--- src/rtl/ps2_key_receiver.sv ---
// ---------------------------------------------------------------------------
// ps2_key_receiver
//
// Purpose:
//   Deframes the PS/2 keyboard line into scan-code bytes. It folds the E0
//   (extended) and F0 (break) prefixes into single key events and queues
//   those events in a small FIFO. The CPU keyboard input port pops that FIFO.
//
// Ports:
//   clk        in   system clock
//   reset      in   synchronous, active-high reset
//   key_clk    in   PS/2 clock (asynchronous, idle high)
//   key_data   in   PS/2 data  (asynchronous, idle high)
//   out_data   out  {extended, released, code[7:0]} at FIFO head, 0 when empty
//   out_valid  out  FIFO non-empty
//   out_ready  in   consumer accepts head
//   frame_err  out  one-cycle pulse when a frame is rejected or times out
//   overflow   out  sticky: an event was dropped because the FIFO was full
//
// Handshake: the head entry transfers on any rising clk edge where
//   out_valid & out_ready are both high. out_data is stable while out_valid
//   is high and out_ready is low. out_valid does not depend on out_ready.
// ---------------------------------------------------------------------------
module ps2_key_receiver #(
   parameter int TIMEOUT    = 50000,
   parameter int DEPTH_LOG2 = 2
) (
   input  logic       clk,
   input  logic       reset,
   input  logic       key_clk,
   input  logic       key_data,
   output logic [9:0] out_data,
   output logic       out_valid,
   input  logic       out_ready,
   output logic       frame_err,
   output logic       overflow
);

   localparam int DEPTH = 1 << DEPTH_LOG2;
   localparam int CNT_W = DEPTH_LOG2 + 1;
   localparam int TW    = $clog2(TIMEOUT + 1);

   typedef enum logic [1:0] {
      S_IDLE   = 2'd0,
      S_DATA   = 2'd1,
      S_PARITY = 2'd2,
      S_STOP   = 2'd3
   } state_t;

   // ------------------------------------------------------------------
   // Synchronizers and falling-edge detect
   // ------------------------------------------------------------------
   logic kclk_s1_q, kclk_s1_d;
   logic kclk_s2_q, kclk_s2_d;
   logic kclk_prev_q, kclk_prev_d;
   logic kdat_s1_q, kdat_s1_d;
   logic kdat_s2_q, kdat_s2_d;
   logic fall;

   always_comb begin
      kclk_s1_d   = key_clk;
      kclk_s2_d   = kclk_s1_q;
      kclk_prev_d = kclk_s2_q;
      kdat_s1_d   = key_data;
      kdat_s2_d   = kdat_s1_q;
   end

   // Data is sampled in the same cycle the synced clock is seen falling.
   assign fall = kclk_prev_q & ~kclk_s2_q;

   always_ff @(posedge clk) begin
      if (reset) begin
         kclk_s1_q   <= 1'b1;
         kclk_s2_q   <= 1'b1;
         kclk_prev_q <= 1'b1;
         kdat_s1_q   <= 1'b1;
         kdat_s2_q   <= 1'b1;
      end else begin
         kclk_s1_q   <= kclk_s1_d;
         kclk_s2_q   <= kclk_s2_d;
         kclk_prev_q <= kclk_prev_d;
         kdat_s1_q   <= kdat_s1_d;
         kdat_s2_q   <= kdat_s2_d;
      end
   end

   // ------------------------------------------------------------------
   // Frame FSM
   // ------------------------------------------------------------------
   state_t        state_q, state_d;
   logic [2:0]    bitcnt_q, bitcnt_d;
   logic [7:0]    shift_q, shift_d;
   logic          parity_q, parity_d;
   logic [TW-1:0] tmo_q, tmo_d;
   logic          byte_vld_q, byte_vld_d;
   logic [7:0]    byte_q, byte_d;
   logic          frame_err_q, frame_err_d;

   always_comb begin
      state_d     = state_q;
      bitcnt_d    = bitcnt_q;
      shift_d     = shift_q;
      parity_d    = parity_q;
      byte_vld_d  = 1'b0;
      byte_d      = byte_q;
      frame_err_d = 1'b0;

      // The watchdog only runs while a frame is in progress. Any clock edge
      // proves the sender is still alive.
      if ((state_q == S_IDLE) || fall) begin
         tmo_d = '0;
      end else begin
         tmo_d = tmo_q + 1'b1;
      end

      case (state_q)
         S_IDLE: begin
            // A falling edge with data high is not a start bit. Ignore it.
            if (fall && !kdat_s2_q) begin
               state_d  = S_DATA;
               bitcnt_d = 3'd0;
            end
         end
         S_DATA: begin
            if (fall) begin
               shift_d  = {kdat_s2_q, shift_q[7:1]};   // LSB first
               bitcnt_d = bitcnt_q + 1'b1;
               if (bitcnt_q == 3'd7) begin
                  state_d = S_PARITY;
               end
            end
         end
         S_PARITY: begin
            if (fall) begin
               parity_d = kdat_s2_q;
               state_d  = S_STOP;
            end
         end
         S_STOP: begin
            if (fall) begin
               // Odd parity: data plus parity bit must hold an odd number of ones.
               if (kdat_s2_q && (^{shift_q, parity_q})) begin
                  byte_vld_d = 1'b1;
                  byte_d     = shift_q;
               end else begin
                  frame_err_d = 1'b1;
               end
               state_d = S_IDLE;
            end
         end
         default: begin
            state_d = S_IDLE;
         end
      endcase

      // Abort a stalled frame. The partial byte is dropped. Prefix flags
      // live in the decoder and are left untouched.
      if ((state_q != S_IDLE) && !fall && (tmo_q >= TW'(TIMEOUT - 1))) begin
         state_d     = S_IDLE;
         frame_err_d = 1'b1;
      end
   end

   always_ff @(posedge clk) begin
      if (reset) begin
         state_q     <= S_IDLE;
         bitcnt_q    <= 3'd0;
         shift_q     <= 8'd0;
         parity_q    <= 1'b0;
         tmo_q       <= '0;
         byte_vld_q  <= 1'b0;
         byte_q      <= 8'd0;
         frame_err_q <= 1'b0;
      end else begin
         state_q     <= state_d;
         bitcnt_q    <= bitcnt_d;
         shift_q     <= shift_d;
         parity_q    <= parity_d;
         tmo_q       <= tmo_d;
         byte_vld_q  <= byte_vld_d;
         byte_q      <= byte_d;
         frame_err_q <= frame_err_d;
      end
   end

   assign frame_err = frame_err_q;

   // ------------------------------------------------------------------
   // Prefix decoder: E0/F0 only set flags. Any other byte becomes an event.
   // ------------------------------------------------------------------
   logic       ext_q, ext_d;
   logic       rel_q, rel_d;
   logic       push_req;
   logic [9:0] push_data;

   always_comb begin
      ext_d     = ext_q;
      rel_d     = rel_q;
      push_req  = 1'b0;
      push_data = {ext_q, rel_q, byte_q};
      if (byte_vld_q) begin
         if (byte_q == 8'hE0) begin
            ext_d = 1'b1;
         end else if (byte_q == 8'hF0) begin
            rel_d = 1'b1;
         end else begin
            // Flags are consumed even if the FIFO then drops the event.
            push_req = 1'b1;
            ext_d    = 1'b0;
            rel_d    = 1'b0;
         end
      end
   end

   always_ff @(posedge clk) begin
      if (reset) begin
         ext_q <= 1'b0;
         rel_q <= 1'b0;
      end else begin
         ext_q <= ext_d;
         rel_q <= rel_d;
      end
   end

   // ------------------------------------------------------------------
   // Event FIFO
   // ------------------------------------------------------------------
   logic [9:0]            mem_q [DEPTH];
   logic [9:0]            mem_d [DEPTH];
   logic [DEPTH_LOG2-1:0] wr_ptr_q, wr_ptr_d;
   logic [DEPTH_LOG2-1:0] rd_ptr_q, rd_ptr_d;
   logic [CNT_W-1:0]      count_q, count_d;
   logic                  overflow_q, overflow_d;
   logic                  full;
   logic                  do_pop;
   logic                  do_push;

   assign full    = (count_q == CNT_W'(DEPTH));
   assign do_pop  = (count_q != '0) && out_ready;
   // A full FIFO still accepts a push when the head leaves in the same cycle.
   assign do_push = push_req && (!full || do_pop);

   always_comb begin
      mem_d      = mem_q;
      wr_ptr_d   = wr_ptr_q;
      rd_ptr_d   = rd_ptr_q;
      count_d    = count_q;
      overflow_d = overflow_q | (push_req & ~do_push);

      if (do_push) begin
         mem_d[wr_ptr_q] = push_data;
         wr_ptr_d        = wr_ptr_q + 1'b1;
      end
      if (do_pop) begin
         rd_ptr_d = rd_ptr_q + 1'b1;
      end

      case ({do_push, do_pop})
         2'b10:   count_d = count_q + 1'b1;
         2'b01:   count_d = count_q - 1'b1;
         default: count_d = count_q;
      endcase
   end

   always_ff @(posedge clk) begin
      mem_q <= mem_d;
      if (reset) begin
         wr_ptr_q   <= '0;
         rd_ptr_q   <= '0;
         count_q    <= '0;
         overflow_q <= 1'b0;
      end else begin
         wr_ptr_q   <= wr_ptr_d;
         rd_ptr_q   <= rd_ptr_d;
         count_q    <= count_d;
         overflow_q <= overflow_d;
      end
   end

   // Storage is not reset. The empty case forces the output to zero instead.
   assign out_valid = (count_q != '0);
   assign out_data  = out_valid ? mem_q[rd_ptr_q] : 10'd0;
   assign overflow  = overflow_q;

endmodule

--- config.mk ---
export PLATFORM = sky130hd
export DESIGN_NAME = ps2_key_receiver
export DESIGN_NICKNAME = d
export VERILOG_FILES = /design/src/rtl/ps2_key_receiver.sv
export SDC_FILE = /design/constraint.sdc
export NUM_CORES = 1
export LEC_CHECK = 0
export ABC_AREA = 1
export CORE_AREA = 2 2 96 98
export CTS_CLUSTER_SIZE = 25
export DETAILED_ROUTE_END_ITERATION = 7
export DIE_AREA = 0 0 98 100
export PLACE_DENSITY = 0.68
export SYNTH_ARGS = -nofsm -noshare
export SYNTH_HDL_FRONTEND = slang
export SYNTH_SLANG_ARGS = --single-unit
--- constraint.sdc ---
create_clock -name clk -period 2.3 [get_ports clk]
set_input_delay 0.345 -clock clk [delete_from_list [all_inputs] [get_ports clk]]
set_output_delay 0.345 -clock clk [all_outputs]
set_load 0.01 [all_outputs]
=== After elaboration in Yosys (flattened, before gate mapping) ===
Index checks and enable logic that the tools add are counted.

* Logic and storage cells: 114
* Bits of input ports: 5
* Output and inout port bits: 13
* Bits in registers: 95

* Bitwise gates (word level): 10
* Magnitude comparators: 4
* Add/subtract/negate cells: 6
* Eq/ne operators: 15
* Reduce and logical (&&, ||, !) cells: 28
* Multiplexer cells: 28

{| class="wikitable"
|+ Operators with widths
! operator !! number
|-
| $bwmux 40 || 1
|-
| $mux 10 || 4
|-
| $bmux 10 s2 || 1
|-
| $demux 10 s2 || 1
|-
| $add 16x1->16 const B || 1
|-
| $eq 8x8->1 const B || 2
|-
| $ge 16x16->1 const B || 1
|-
| $pmux 3 s2 || 2
|-
| $mux 1 || 11
|-
| $mux 2 || 5
|-
| $ne 2x2->1 const B || 5
|-
| $reduce_xor 9->1 || 1
|-
| $pmux 2 s4 || 1
|-
| $reduce_and 2->1 || 4
|-
| $logic_and 1x1->1 || 7
|-
| $add 3x1->3 const B || 2
|-
| $eq 2x2->1 const B || 3
|-
| $eq 3x3->1 const B || 2
|-
| $ge 3x3->1 const B || 2
|-
| $mux 3 || 2
|-
| $not 2->3 || 2
|-
| $reduce_and 3->1 || 2
|-
| $reduce_bool 2->1 || 3
|-
| $not 1->1 || 5
|-
| other kinds (14) || 21
|}

=== Depth between registers and ports, before layout ===
* Depth in word-level cells: 8
* Mapped depth: 12
* Mapped depth without buffers: 12

=== Worst setup path before layout ===
OpenSTA, ideal clock, no wires.

* Path kind: register -> register
* Start point: register byte_q[4]
* End point: register count_q[2]
* Setup time: 0.122 ns
* Cell stages (with the launch flop): 12
* Data required time: 2.178 ns
* Period minus slack after synthesis: 2.028 ns
* Arrival time: 1.905 ns
* Buffers on the path: 0
* Setup slack: 0.272 ns
* Path through: dfxtp_1 inv_1 nor3_1 a21oi_1 nand3_1 ha_1 inv_1 fa_1 a21oi_1 o21ai_0 o21ai_0 a21oi_1

* Cells in the longest elaborated chain, start to end: 7
* Elaborated cells on any way between the ends: 10
* Classes of those cells: eq/ne (4); mux (4); reduce/logical (2)

{| class="wikitable"
|+ Ends and longest elaborated chain
! element !! line !! source
|-
| start, declared || 96 || <nowiki>logic [7:0] byte_q, byte_d;</nowiki>
|-
| start signal, assigned || 181 || <nowiki>byte_q <= byte_d;</nowiki>
|-
| $eq 8x8->1 || 204 || <nowiki>end else if (byte_q == 8'hF0) begin</nowiki>
|-
| $mux 1 || 204 ||
|-
| $mux 1 * || 202 || <nowiki>if (byte_q == 8'hE0) begin</nowiki>
|-
| $mux 1 * || 201 || <nowiki>if (byte_vld_q) begin</nowiki>
|-
| $logic_and 1x1->1 * || 241 || <nowiki>assign do_push = push_req && (!full || do_pop);</nowiki>
|-
| $eq 2x1->1 or $eq 2x2->1 (tied branches) || 258 || <nowiki>case ({do_push, do_pop})</nowiki>
|-
| $pmux 3 s2 or $reduce_bool 2->1 (tied branches) || - ||
|-
| end signal, assigned || 275 || <nowiki>count_q <= count_d;</nowiki>
|-
| end, declared || 232 || <nowiki>logic [CNT_W-1:0] count_q, count_d;</nowiki>
|}

Mark *: on every way between the ends. The rest lies on a longest branch, timed or not.
A chain may end at the register's enable or synchronous reset.

=== Final worst setup path ===
* Start point: register byte_q[3]
* End point: register count_q[1]

Same word-level chain as after synthesis.

==> results_dict.tcl <==
set metrics [dict create \
    clkPwrFrac 0.345 \
    min_period_over_period 0.896 \
    synth.area.top_cells "edfxtp_1 (28%), dfxtp_1 (26%), nand2_1 (6.9%), nor2_1 (6.8%), inv_1 (5.5%)" \
    worstPathCellList "inv_1 > nand2_1 > nor2_2 > a21oi_1 > nand3_1 > ha_1 > inv_1 > fa_1 > nor2_1 > a21oi_1 > nor2_1" \
    synthMuxAreaShare 0 \
    syn_nets 514 \
    cap_viol_max_count 0 \
    diodes 0 \
    crit_end "count_q[1]$_SDFFE_PP0P_" \
    wire_per_inst_um 12.0 \
    antenna_found_initial 0 \
    die_area_um2 9800 \
    synth_area_um2 4260 \
    grt_max_degree 27 \
    clkSinkCount 95 \
    synth_top_family_by_area "simple AND/OR/NAND/NOR gates" \
    cp_data_arrival_time_ps 2360 \
    globalplace.congestion 0.801 \
    power_mw 3.00 \
    sw_frac_of_total 0.246 \
    start_util 0.479 \
    ys_seq_area_frac 0.541 \
    syn2layout_area_growth_pct 14.5 \
    fp.dieH_um 100 \
    hold_path.class "reg -> reg" \
    cp_num_cells 11 \
    fin_crit_ps 2060 \
    detailedPlace.worstSlack_ps 88.9 \
    totalWireLength_mm 7.71 \
    critPathBufInv 2 \
    rr_worst_depth 11 \
    synth_adder_area_share 0.0400 \
    worstSetupStartpoint "byte_q[3]$_SDFFE_PP0P_" \
    p_leak_nw 2.01 \
    tightestPinTransition_ps 476 \
    crit_type "reg -> reg" \
    combinationalPowerShare 0.063 \
    finClkSkew_ps 11.5 \
    tritoncts "yes" \
    yosysWarningCount 0 \
    r2r-end "count_q[1]$_SDFFE_PP0P_" \
    grt_overflow_total 0 \
    synth_edf_count 40 \
    core_um2 8890 \
    cp_slowest_cell "dfxtp_1" \
    grt_pass1_vias 2971 \
    p_sw_uw 736 \
    dieWidth_um 98 \
    power.internal_mw 2.26 \
    ant_nets 0 \
    drc 0 \
    cp_max_fo 5 \
    yosys.area.top_type "edfxtp_1" \
    powerDensity_nw_per_um2 615 \
    end_kind "flop" \
    synthFlopType "dfxtp_1" \
    drive_gt1_frac 0.129 \
    clk_pin_slew_ps 90 \
    setup_slack_ps 240 \
    critPathMaxStageDelay_ps 420 \
    track_usage 0.167 \
    fmax_ghz 0.485 \
    ys_types 33 \
    yosysTopAreaCellShare 0.282 \
    hold_viol 0 \
    status "complete, no violations" \
    hold_buffers 0 \
    vias 3216 \
    root_buffer "clkbuf_8" \
    start_kind "flop" \
    boundaryPins 18 \
    regToRegStartpoint "byte_q[3]$_SDFFE_PP0P_" \
    seqPwrFrac 0.592 \
    dr.pass1.iters 4 \
    num-nets-final 546 \
    synth_commonest_cells "nand2_1 (78), nor2_1 (77), inv_1 (62)" \
    drtIter0Drc 74 \
    ys_seq_elements 95 \
    syn_inst 496 \
    synth-compound-area-share 0.112 \
    drv_slew 0 \
    portBuffers 17 \
    cts_made_buffers 9 \
    r2r_slack_ps 240 \
    critical-path-top-delay-family "adder cells" \
    fin_setup_tns_ps 0 \
    rows 35 \
    async_reset_ff_frac 0 \
    drt-vias-per-instance 4.99 \
    worstPathRequired_ps 2600 \
    avgSynthCellArea_um2 8.58 \
    grt_pass1_wl_mm 13.1 \
    synth-xor-area-share 0.0165 \
    clock_latency_ps 360 \
    dp_hpwl_mm 5.40 \
    cts_max_level 3 \
    setup_viol 0 \
    clockBufferDepth 2 \
    vdd_drop_max_mv 0.347 \
    rsz0062_at_grt "yes" \
    yosysMostFrequentCell "nand2_1" \
    max_slew_margin 0.683 \
    synth-simple-area-share 0.218 \
]
-- registers in the layout, indices dropped and copies added (netlist names), 2 cells and up --
| name | flops |
|---|---|
| bitcnt_q | 3 |
| byte_q | 8 |
| count_q | 3 |
| mem_q | 40 |
| rd_ptr_q | 2 |
| shift_q | 8 |
| state_q | 2 |
| tmo_q | 16 |
| wr_ptr_q | 2 |
-- cell type report --
type                    instances  area (um2)
fillers                       805        4020
flip-flops and latches         95        2310
multi-input cells             320        1650
repair buffers                 35         328
inverters                      67         256
well taps                     111         139
clock buffers                  10         138
clock inverters                 6        51.3
-- stage by stage --
step / instance area [um2] / cells / hold WS [ps] / util
after floorplan: 4260 / 496 / 389 / -
after global placement: 4610 / 623 / 394 / 0.518
after detailed placement: 4610 / 623 / 399 / 0.518
after CTS: 4800 / 639 / 421 / 0.540
after global routing: 4870 / 644 / 435 / 0.548
final: 4870 / 644 / 416 / 0.548
-- layer usage --
metal / wire, um / part of all wire / vias to the layer above / GRT usage
met2: 3950 / 0.51 / 41 / 0.304
met1: 3460 / 0.45 / 1492 / 0.197
met5: 0 / 0 / - / 0
li1: - / - / 1673 / -
met3: 169 / 0.022 / 10 / 0.0272
met4: 127 / 0.016 / 0 / 0.0684
-- timing repair --
action                     in CTS  in global routing
setup endpoints to repair       9                 11
resized for setup               2                 19
pin swaps                       0                  1
setup buffers                   0                  5
-- worst min path at each step --
stage	slack [ps]	cells past startpoint	end	from
CTS	420	1	kclk_prev_d$_SDFF_PP1_	kclk_s1_q$_SDFF_PP1_
global route	440	1	kclk_prev_d$_SDFF_PP1_	kclk_s1_q$_SDFF_PP1_
detailed placement	400	1	kclk_prev_d$_SDFF_PP1_	kclk_s1_q$_SDFF_PP1_
global placement	390	1	kclk_prev_d$_SDFF_PP1_	kclk_s1_q$_SDFF_PP1_
finish	420	1	kclk_prev_d$_SDFF_PP1_	kclk_s1_q$_SDFF_PP1_
floorplan	390	1	kclk_prev_d$_SDFF_PP1_	kclk_s1_q$_SDFF_PP1_
-- power groups by stage --
stage	Clock (mW)	Sequential [mW]	Combinational, mW
6_report	1.03	1.78	0.189
5_1_grt	1.13	1.78	0.219
4_1_cts	1.06	1.78	0.190
3_5_place_dp	0	1.82	0.190
3_3_place_gp	0	1.81	0.183
2_1_floorplan	0	1.81	0.150
-- layout by cell type (no fill, tap or decap), types with 2 or more instances in the layout --
master and n:
ha_1 12, nand3_1 11, or2_2 6, xnor2_1 4
dlymetal6s2s_1 10, dfxtp_1 49, a21oi_1 43, nand4_1 9
nand2_2 8, o21ai_0 35, edfxtp_1 40, nor3_1 6
xor2_1 4, nand3_2 3, clkinvlp_4 4, inv_1 61
a221oi_1 2, clkbuf_8 10, dfxtp_2 5, nor2_2 4
nand2_1 78, nor2_1 76, buf_4 17, o21ai_1 9
inv_6 2, clkdlybuf4s50_1 7, inv_2 3
-- cell families (layout without fill, tap and decap cells) --
family | count (synthesis) | count (layout)
AOI/OAI and AO/OA | 92 | 92
xor gates and xnor gates | 8 | 8
adders and majority gates | 13 | 13
buffers and inverters | 81 | 118
DFF | 95 | 95
and+or+nand+nor | 207 | 207
(Power assumes the default switching activity.)
